### src/rtl/fp27_pkg.sv
// fp27_pkg: FP27 field layout, field extractors and lane classification
package fp27_pkg;
  localparam int FP27_W    = 27;
  localparam int EXP_W     = 8;
  localparam int MANT_W    = 18;
  localparam int FP27_BIAS = 127;

  typedef enum logic [1:0] {ZERO, SAT, NORM} lane_cls_e;

  function automatic logic fp_sign(input logic [FP27_W-1:0] v);
    return v[FP27_W-1];
  endfunction

  function automatic logic [EXP_W-1:0] fp_exp(input logic [FP27_W-1:0] v);
    return v[FP27_W-2 -: EXP_W];
  endfunction

  function automatic logic [MANT_W-1:0] fp_mant(input logic [FP27_W-1:0] v);
    return v[MANT_W-1:0];
  endfunction
endpackage

### src/rtl/fp27_to_u8.sv
// fp27_to_u8: one lane of FP27 to 8-bit truncating conversion, classify registered then shift
module fp27_to_u8
  import fp27_pkg::*;
(
  input  logic              clk,
  input  logic              rst_n,
  input  logic              en,
  input  logic [FP27_W-1:0] fp,
  output logic [7:0]        u8
);
  logic [EXP_W-1:0]  e;
  lane_cls_e         cls_d, cls_q;
  logic [4:0]        sh_d, sh_q;
  logic [MANT_W-1:0] mant_q;

  // exponents at or below bias-9 shift the hidden one out entirely, so they fold into ZERO
  always_comb begin
    e     = fp_exp(fp);
    cls_d = (fp_sign(fp) || e <= 8'(FP27_BIAS - 9)) ? ZERO : (e >= 8'(FP27_BIAS)) ? SAT : NORM;
    sh_d  = 5'(8'(FP27_BIAS + 10) - e);
  end

  // stage-1 register: class, shift amount and mantissa
  always_ff @(posedge clk or negedge rst_n) begin
    if (!rst_n) begin
      cls_q  <= ZERO;
      sh_q   <= '0;
      mant_q <= '0;
    end else if (en) begin
      cls_q  <= cls_d;
      sh_q   <= sh_d;
      mant_q <= fp_mant(fp);
    end
  end

  // shift half: exp 126 with a full mantissa lands exactly on 255, so no clamp is needed
  always_comb u8 = (cls_q == ZERO) ? 8'd0 : (cls_q == SAT) ? 8'hFF : 8'({1'b1, mant_q} >> sh_q);
endmodule

### src/rtl/vec_fp_to_rgb.sv
// vec_fp_to_rgb: FP27 rgb vector to 8-bit channels tagged with raster position, two-stage pipe
module vec_fp_to_rgb
  import fp27_pkg::*;
#(
  parameter int H_RES = 640,
  parameter int V_RES = 480
) (
  input  logic              i_clk,
  input  logic              i_rst_n,
  input  logic              i_valid,
  output logic              o_ready,
  input  logic [FP27_W-1:0] i_r,
  input  logic [FP27_W-1:0] i_g,
  input  logic [FP27_W-1:0] i_b,
  output logic              o_valid,
  input  logic              i_ready,
  output logic [7:0]        o_r8,
  output logic [7:0]        o_g8,
  output logic [7:0]        o_b8,
  output logic [9:0]        o_x,
  output logic [8:0]        o_y,
  output logic              o_last
);
  logic       adv, take, v1, last1, x_end, y_end;
  logic [9:0] x_cnt, x1;
  logic [8:0] y_cnt, y1;
  logic [7:0] r8, g8, b8;

  assign adv     = !o_valid || i_ready;
  assign o_ready = adv || !v1;
  assign take    = i_valid && o_ready;
  assign x_end   = x_cnt == 10'(H_RES - 1);
  assign y_end   = y_cnt == 9'(V_RES - 1);

  fp27_to_u8 u_r (.clk(i_clk), .rst_n(i_rst_n), .en(o_ready), .fp(i_r), .u8(r8));
  fp27_to_u8 u_g (.clk(i_clk), .rst_n(i_rst_n), .en(o_ready), .fp(i_g), .u8(g8));
  fp27_to_u8 u_b (.clk(i_clk), .rst_n(i_rst_n), .en(o_ready), .fp(i_b), .u8(b8));

  // raster counter advances once per accepted input
  always_ff @(posedge i_clk or negedge i_rst_n) begin
    if (!i_rst_n) begin
      x_cnt <= '0;
      y_cnt <= '0;
    end else if (take) begin
      x_cnt <= x_end ? 10'd0 : x_cnt + 10'd1;
      y_cnt <= x_end ? (y_end ? 9'd0 : y_cnt + 9'd1) : y_cnt;
    end
  end

  // stage-1 valid and sideband; loads whenever the block is ready, even into a stalled stage 2
  always_ff @(posedge i_clk or negedge i_rst_n) begin
    if (!i_rst_n) begin
      v1    <= 1'b0;
      x1    <= '0;
      y1    <= '0;
      last1 <= 1'b0;
    end else if (o_ready) begin
      v1    <= i_valid;
      x1    <= x_cnt;
      y1    <= y_cnt;
      last1 <= x_end && y_end;
    end
  end

  // stage-2 output register, held while downstream stalls
  always_ff @(posedge i_clk or negedge i_rst_n) begin
    if (!i_rst_n) begin
      o_valid <= 1'b0;
      o_r8    <= '0;
      o_g8    <= '0;
      o_b8    <= '0;
      o_x     <= '0;
      o_y     <= '0;
      o_last  <= 1'b0;
    end else if (adv) begin
      o_valid <= v1;
      o_r8    <= r8;
      o_g8    <= g8;
      o_b8    <= b8;
      o_x     <= x1;
      o_y     <= y1;
      o_last  <= last1;
    end
  end
endmodule

### config.mk
export PLATFORM = sky130hd
export DESIGN_NAME = vec_fp_to_rgb
export DESIGN_NICKNAME = d
export VERILOG_FILES = /design/src/rtl/fp27_pkg.sv /design/src/rtl/fp27_to_u8.sv /design/src/rtl/vec_fp_to_rgb.sv
export SDC_FILE = /design/constraint.sdc
export NUM_CORES = 1
export LEC_CHECK = 0
export CELL_PAD_IN_SITES_DETAIL_PLACEMENT = 0
export CELL_PAD_IN_SITES_GLOBAL_PLACEMENT = 2
export CORE_ASPECT_RATIO = 2
export CORE_MARGIN = 8
export CORE_UTILIZATION = 34
export CTS_CLUSTER_SIZE = 24
export DETAILED_ROUTE_END_ITERATION = 10
export GPL_ROUTABILITY_DRIVEN = 0
export PLACE_DENSITY_LB_ADDON = 0.25
export REMOVE_ABC_BUFFERS = 1
export SYNTH_ARGS = -nofsm -noshare
export SYNTH_HDL_FRONTEND = slang
export SYNTH_SLANG_ARGS = --single-unit
export TNS_END_PERCENT = 100
### constraint.sdc
create_clock -name i_clk -period 2.3 [get_ports i_clk]
set_clock_uncertainty 0.05 [all_clocks]
set_input_delay 0.23 -clock i_clk [delete_from_list [all_inputs] [get_ports i_clk]]
set_output_delay 0.23 -clock i_clk [all_outputs]
set_load 0.05 [all_outputs]
==> reports/metrics.yaml, run 1 <==
run_status:
  status: "finished clean"
logic_synthesis:
  async_flop_share_pct: 100
  yosysTopAreaCell: "dfrtp_1"
  syn_inst: 969
  syn_avg_cell_area_um2: 9.25
  yosys_warnings: 0
  synth-seq-cells: 160
  synthFlopType: "dfrtp_1"
  synth_area_leaders: "dfrtp_1 (45%), nand2_1 (14%), mux4_2 (6.5%), mux2i_1 (3.8%), mux2_2 (2.6%)"
  synth_seq_area_share_pct: 44.6
  synth_cell_type_count: 68
  syn_area_mm2: 0.00897
  synth_top_cell_area_share_pct: 44.6
  synth_enable_flop_cells: 0
cells_and_area:
  area_delta_synth_final_pct: 27.5
  layout_common_cells: "nand2_1 (333), dfrtp_1 (159), clkdlybuf4s50_1 (128), nor2_1 (42), mux2i_1 (34)"
  layout_commonest_cell: "nand2_1"
  finalCoreUtilization_pct: 43.7
  fill_cells: 2606
  drive_above_1_share_pct: 12.6
  antennaDiodeCount: 0
  nNetsFinal: 1189
  fin_area_mm2: 0.0114
place:
  placed_area_mm2: 0.0108
  dpl.hpwl_um: 19700
  port_buffers: 130
critical_path:
  critPathMaxFanout: 88
  cp_top_family: "buffers and inverters"
  ff2ff_path_depth: 6
  crit_required_ns: 2.02
  regToRegSetupSlack_ns: 0.28
  critPathSlowestCell: "dfrtp_1"
  start_kind: "flop"
  r2r-end: "o_r8[3]"
  cp_cell_sequence: "and3b_4 -> clkinv_2 -> buf_16 -> buf_6"
  max_stage_delay_ns: 0.42
  worstSetupPathType: "reg2out"
  endpoint_kind: "output pin"
  timing.rr.start: "u_r.sh_q[0]"
  worstPathArrival_ns: 1.87
  cp_num_buf_inv: 3
die:
  fp.dieW_um: 131
  die_h_um: 246
  core_mm2: 0.0262
  die-area_mm2: 0.0321
  io_pins: 131
  start_util_pct: 34.3
  fp-row-count: 84
routing:
  vias: 7476
  drtPass1Iterations: 5
  ant_nets: 0
  drcViolationCount: 0
  drt_iter0_markers: 359
  wire_per_inst_um: 18.4
  viasPerCell: 5.16
  wirelength_um: 26700
timing:
  finalCritPeriodShare_pct: 93.4
  setup_viol: 0
  rsz0062_at_grt: "no"
  relSlewSlack_pct: 53.5
  period_needed_ns: 2.15
  hold_viol_final: 0
  drv_slew: 0
  max_slew.worst_pin.slew_ns: 0.690
  fmax_ghz: 0.465
  holdWs_ns: 0.258
clock_tree:
  htreeDepth: 4
  cts_max_path_buffers: 2
  cts_tree: "yes"
  clk_pin_slew_ns: 0.07
  cts_inserted_buffers: 17
  cts_root_buf: "clkbuf_16"
  post_cts_buffers: 0
  cts_sinks: 160
  clk_latency_ns: 0.45
power_and_ir_drop:
  p_leak_uw: 0.00514
  clock_power_share_pct: 34.0
  swShare_pct: 32.5
  finalPower_uw: 9180
  powerDensity_mw_per_mm2: 803
  seqPwrFrac_pct: 38.6
  p_comb_share_pct: 27.4
  ir_drop_uv: 485
  p_int_uw: 6200
  p_switching_uw: 2980
global_routing:
  grt.total_usage_pct: 17.6
  grt_pass1_vias: 7975
  grt-ovfl-total: 0
  antenna_found_initial: 0
  grt_pass1_wl_um: 43500
  grt_max_degree: 89
min_path:
  hold_path_depth: 3
  worstHoldStart: "i_b[3]"
  min_to: "u_b.mant_q[3]"
  worstHoldPathType: "in2reg"
flow_run:
  maxCapViolations: 0
[state kept, by name, indices dropped and copies added (netlist names), 8 cells and up]
| register | count |
|---|---|
| u_r.mant_q | 18 |
| o_b8 | 8 |
| x1 | 10 |
| o_x | 10 |
| u_b.mant_q | 18 |
| o_r8 | 8 |
| o_g8 | 8 |
| y_cnt | 9 |
| x_cnt | 10 |
| u_g.mant_q | 18 |
| y1 | 9 |
| o_y | 9 |
[timing repair]
item	CTS	global route
endpoints found under the hold margin	46	0
endpoints found under the setup margin	0	2
gates resized for setup	0	3
hold buffers	1	0
[worst register-to-register path, delay by kind of cell, from the launching register on]
kind                   cells  cell delay (ns)
flip-flops                 1             0.55
multiplexers               1             0.50
AND/OR/NAND/NOR            1             0.08
AO/OA/AOI/OAI              2             0.38
buffers and inverters      2             0.35
[how the worst max path moves through the flow]
stage / to / cells past startpoint / start
CTS: o_ready / 4 / o_valid
finish: o_ready / 4 / o_valid
global placement: o_r8[3] / 6 / u_r.sh_q[0]
global route: o_ready / 4 / o_valid
detailed placement: o_r8[3] / 6 / u_r.sh_q[0]
floorplan: y_cnt[8] / 5 / o_valid
[stage by stage]
stage / cells / setup TNS (ns) / worst slack [ns]
finish: 1450 / 0 / 0.152
global route: 1450 / 0 / 0.0269
CTS: 1450 / 0 / 0.0340
detailed placement: 1420 / 0 / 0.120
global placement: 1420 / 0 / 0.143
floorplan: 906 / -218.52 / -2.54
[kinds of logic after synthesis]
family | count (synthesis) | share of synthesized area [%]
simple gates | 476 | 23.0
xor+xnor | 15 | 1.47
compound gates | 139 | 10.6
buf+inv | 82 | 4.35
mux | 89 | 14.8
flops | 160 | 44.6
fa+ha+maj | 8 | 1.12
[final cells by class]
class	instances	area, µm²	area share (%)
Multi-Input combinational cell	727	4580	40.1
Sequential cell	160	4010	35.0
Timing Repair Buffer	171	1710	15.0
Clock buffer	19	443	3.88
Tap cell	344	430	3.77
Clock inverter	10	188	1.64
Inverter	19	72.6	0.635
[synth_stat cells (6+ instances only)]
| cell type | n |
|---|---|
| buf_2 | 23 |
| o41ai_1 | 6 |
| nand2b_1 | 13 |
| a31oi_1 | 19 |
| ha_1 | 8 |
| nor2b_1 | 8 |
| o211ai_1 | 7 |
| nand2_1 | 333 |
| buf_1 | 8 |
| nand3_1 | 21 |
| a22oi_1 | 6 |
| o21ai_0 | 23 |
| o22ai_1 | 12 |
| dfrtp_1 | 160 |
| mux4_2 | 26 |
| inv_1 | 17 |
| a21oi_1 | 21 |
| nand4_1 | 13 |
| clkbuf_1 | 24 |
| and3_1 | 8 |
| mux2i_1 | 34 |
| xor2_1 | 8 |
| nor2_1 | 42 |
| mux2_2 | 21 |
| xnor2_1 | 7 |
[power by group through the flow]
| stage | logic, µW | clock network (µW) | registers [µW] |
|---|---|---|---|
| global placement | 2530 | 0 | 3590 |
| floorplan | 1090 | 0 | 3980 |
| global route | 2760 | 3310 | 3600 |
| CTS | 2550 | 3210 | 3550 |
| finish | 2520 | 3120 | 3540 |
| detailed placement | 2540 | 0 | 3590 |
[routing by layer]
layer / routed length [µm] / vias up / global-route usage (%)
li1: - / 3631 / -
met2: 15000 / 152 / 32.7
met4: 750 / 0 / 7.14
met5: 0 / - / 0
met3: 1010 / 47 / 3.67
met1: 9900 / 3646 / 18.4
No activity file was read; power rests on OpenSTA's default activity.
==> run 2: changes to the inputs <==
Settings changed: CORE_MARGIN 8 to 5.
==> run 2 against run 1 <==
Total power is 4.7% lower. Sequential power hardly changed. Flip-flop and latch count stayed put. Via count hardly changed. Critical path type unchanged. Global-route usage is 0.27 points higher. Setup slack better by 0.070 ns. First-iteration DRC count is 17% higher. Clock power is 13% lower.
==> reports/metrics.yaml, run 2 (synthesized netlist as in run 1, its figures left out) <==
routing:
  drcViolationCount: 0  # unchanged
  ant_nets: 0  # unchanged
  drt_iter0_markers: 419  # +17%
  drtPass1Iterations: 4  # -1
  vias: 7482  # +0.080%
  wirelength_um: 26000  # -2.6%
  wire_per_inst_um: 17.9  # -2.7%
  viasPerCell: 5.15  # about the same
critical_path:
  endpoint_kind: "output pin"
  ff2ff_path_depth: 5  # -1
  start_kind: "flop"
  r2r-end: "o_r8[5]"
  cp_cell_sequence: "and3b_4 -> clkinv_2 -> buf_12 -> buf_4"
  critPathSlowestCell: "dfrtp_1"
  cp_num_buf_inv: 3  # unchanged
  cp_top_family: "buffers and inverters"
  crit_required_ns: 2.02  # about the same
  worstPathArrival_ns: 1.80  # -0.07 ns
  critPathMaxFanout: 62  # -30%
  max_stage_delay_ns: 0.44  # +0.02 ns
  timing.rr.start: "u_r.sh_q[0]"
  cp.depth: 4  # unchanged
  worstSetupPathType: "reg2out"
  regToRegSetupSlack_ns: 0.27  # about the same
clock_tree:
  htreeDepth: 4  # unchanged
  cts_root_buf: "clkbuf_16"
  cts_sinks: 160  # unchanged
  clk_latency_ns: 0.44  # about the same
  post_cts_buffers: 0  # unchanged
  cts_inserted_buffers: 17  # unchanged
  clk_pin_slew_ns: 0.06  # about the same
  cts_tree: "yes"
  cts_max_path_buffers: 2  # unchanged
run_status:
  status: "finished clean"
cells_and_area:
  antennaDiodeCount: 0  # unchanged
  area_delta_synth_final_pct: 26.1
  nNetsFinal: 1189  # unchanged
  layout_commonest_cell: "nand2_1"
  layout_common_cells: "nand2_1 (333), dfrtp_1 (160), clkdlybuf4s50_1 (128), nor2_1 (42), buf_4 (36)"
  drive_above_1_share_pct: 12.6  # +0.068 points
  fill_cells: 2605  # -0.038%
  reg_top3: "u_b.mant_q (18), u_g.mant_q (18), u_r.mant_q (18)"
  finalCoreUtilization_pct: 43.2  # -0.46 points
global_routing:
  grt.total_usage_pct: 17.8  # +0.27 points
  grt-ovfl-total: 0  # unchanged
  grt_pass1_vias: 7755  # -2.8%
  grt_max_degree: 63  # -29%
  grt_pass1_wl_um: 42100  # -3.2%
  antenna_found_initial: 0  # unchanged
timing:
  finalCritPeriodShare_pct: 90.4  # -3.0 points
  rsz0062_at_grt: "no"
  hold_viol_final: 0  # unchanged
  setup_viol: 0  # unchanged
  relSlewSlack_pct: 56.7  # +3.2 points
  fmax_ghz: 0.481  # +3.4%
  setup_slack_ns: 0.221  # +0.0699 ns
  period_needed_ns: 2.08  # -0.0699 ns
  holdWs_ns: 0.256  # -0.00201 ns
  drv_slew: 0  # unchanged
  max_slew.worst_pin.slew_ns: 0.641  # -0.0496 ns
die:
  start_util_pct: 34.3  # unchanged
  io_pins: 131  # unchanged
  core_mm2: 0.0262  # unchanged
  fp-row-count: 84  # unchanged
  die-area_mm2: 0.0299  # -6.9%
  fp.dieW_um: 125  # -4.6%
  die_h_um: 240  # -2.4%
min_path:
  worstHoldPathType: "in2async"
flow_run:
  maxCapViolations: 0  # unchanged
power_and_ir_drop:
  p_leak_uw: 0.00510  # -0.88%
  powerDensity_mw_per_mm2: 773  # -3.7%
  finalPower_uw: 8740  # -4.7%
  ir_drop_uv: 529  # +9.0%
place:
  dpl.hpwl_um: 19400  # -1.4%
  port_buffers: 130  # unchanged
  pre_cts_ws_ns: 0.137  # +0.0170 ns
[run 2: layout make-up]
| type | instances | area, µm² | share of cell area (%) |
|---|---|---|---|
| tap | 344 | 430 | 3.81 |
| clock buffer | 20 | 457 | 4.04 |
| inverter | 19 | 72.6 | 0.642 |
| sequential | 160 | 4000 | 35.4 |
| clock inverter | 11 | 91.3 | 0.808 |
| timing repair buffer | 171 | 1670 | 14.8 |
| multi-input combinational | 727 | 4580 | 40.5 |
[run 2: through the flow]
step	area [µm²]	setup TNS [ns]	std cells
CTS	11300	0	1452
global route	11300	0	1452
floorplan	8650	-218.52	906
global placement	10800	0	1420
finish	11300	0	1452
detailed placement	10800	0	1420
[run 2: worst max-delay path by stage]
| stage | startpoint | endpoint | slack, ns |
|---|---|---|---|
| after floorplan | o_valid | y_cnt[8] | -2.54 |
| after global placement | i_ready | x_cnt[6] | 0.17 |
| final | o_valid | o_ready | 0.22 |
| after CTS | o_valid | o_ready | 0.17 |
| after global routing | o_valid | o_ready | 0.12 |
| after detailed placement | i_ready | x_cnt[6] | 0.14 |
[run 2: power by group]
group | internal, µW | switching [µW] | total, µW | leakage [µW]
logic | 1080 | 1410 | 2500 | 0.00284
clock network | 1530 | 1170 | 2700 | 0.000267
registers | 3170 | 380 | 3550 | 0.00199
[run 2: metal layers]
layer	GRT usage, %	up-vias	share of wire (%)
met4	7.50	0	3.3
met1	19.1	3638	37
met2	33.5	167	56
met3	3.86	49	4.0
li1	-	3628	-
met5	0	-	0
[run 2: worst reg2reg max path: cells and delay by family (launching register included)]
kind	cells	cell delay, ns
buffers and inverters	1	0.21
DFF	1	0.39
muxes	2	0.91
AOI/OAI and AO/OA	2	0.35
[run 2: repair_timing]
item,in CTS,in global routing
gates resized for setup,0,0
hold buffers,1,0
endpoints found under the hold margin,49,0
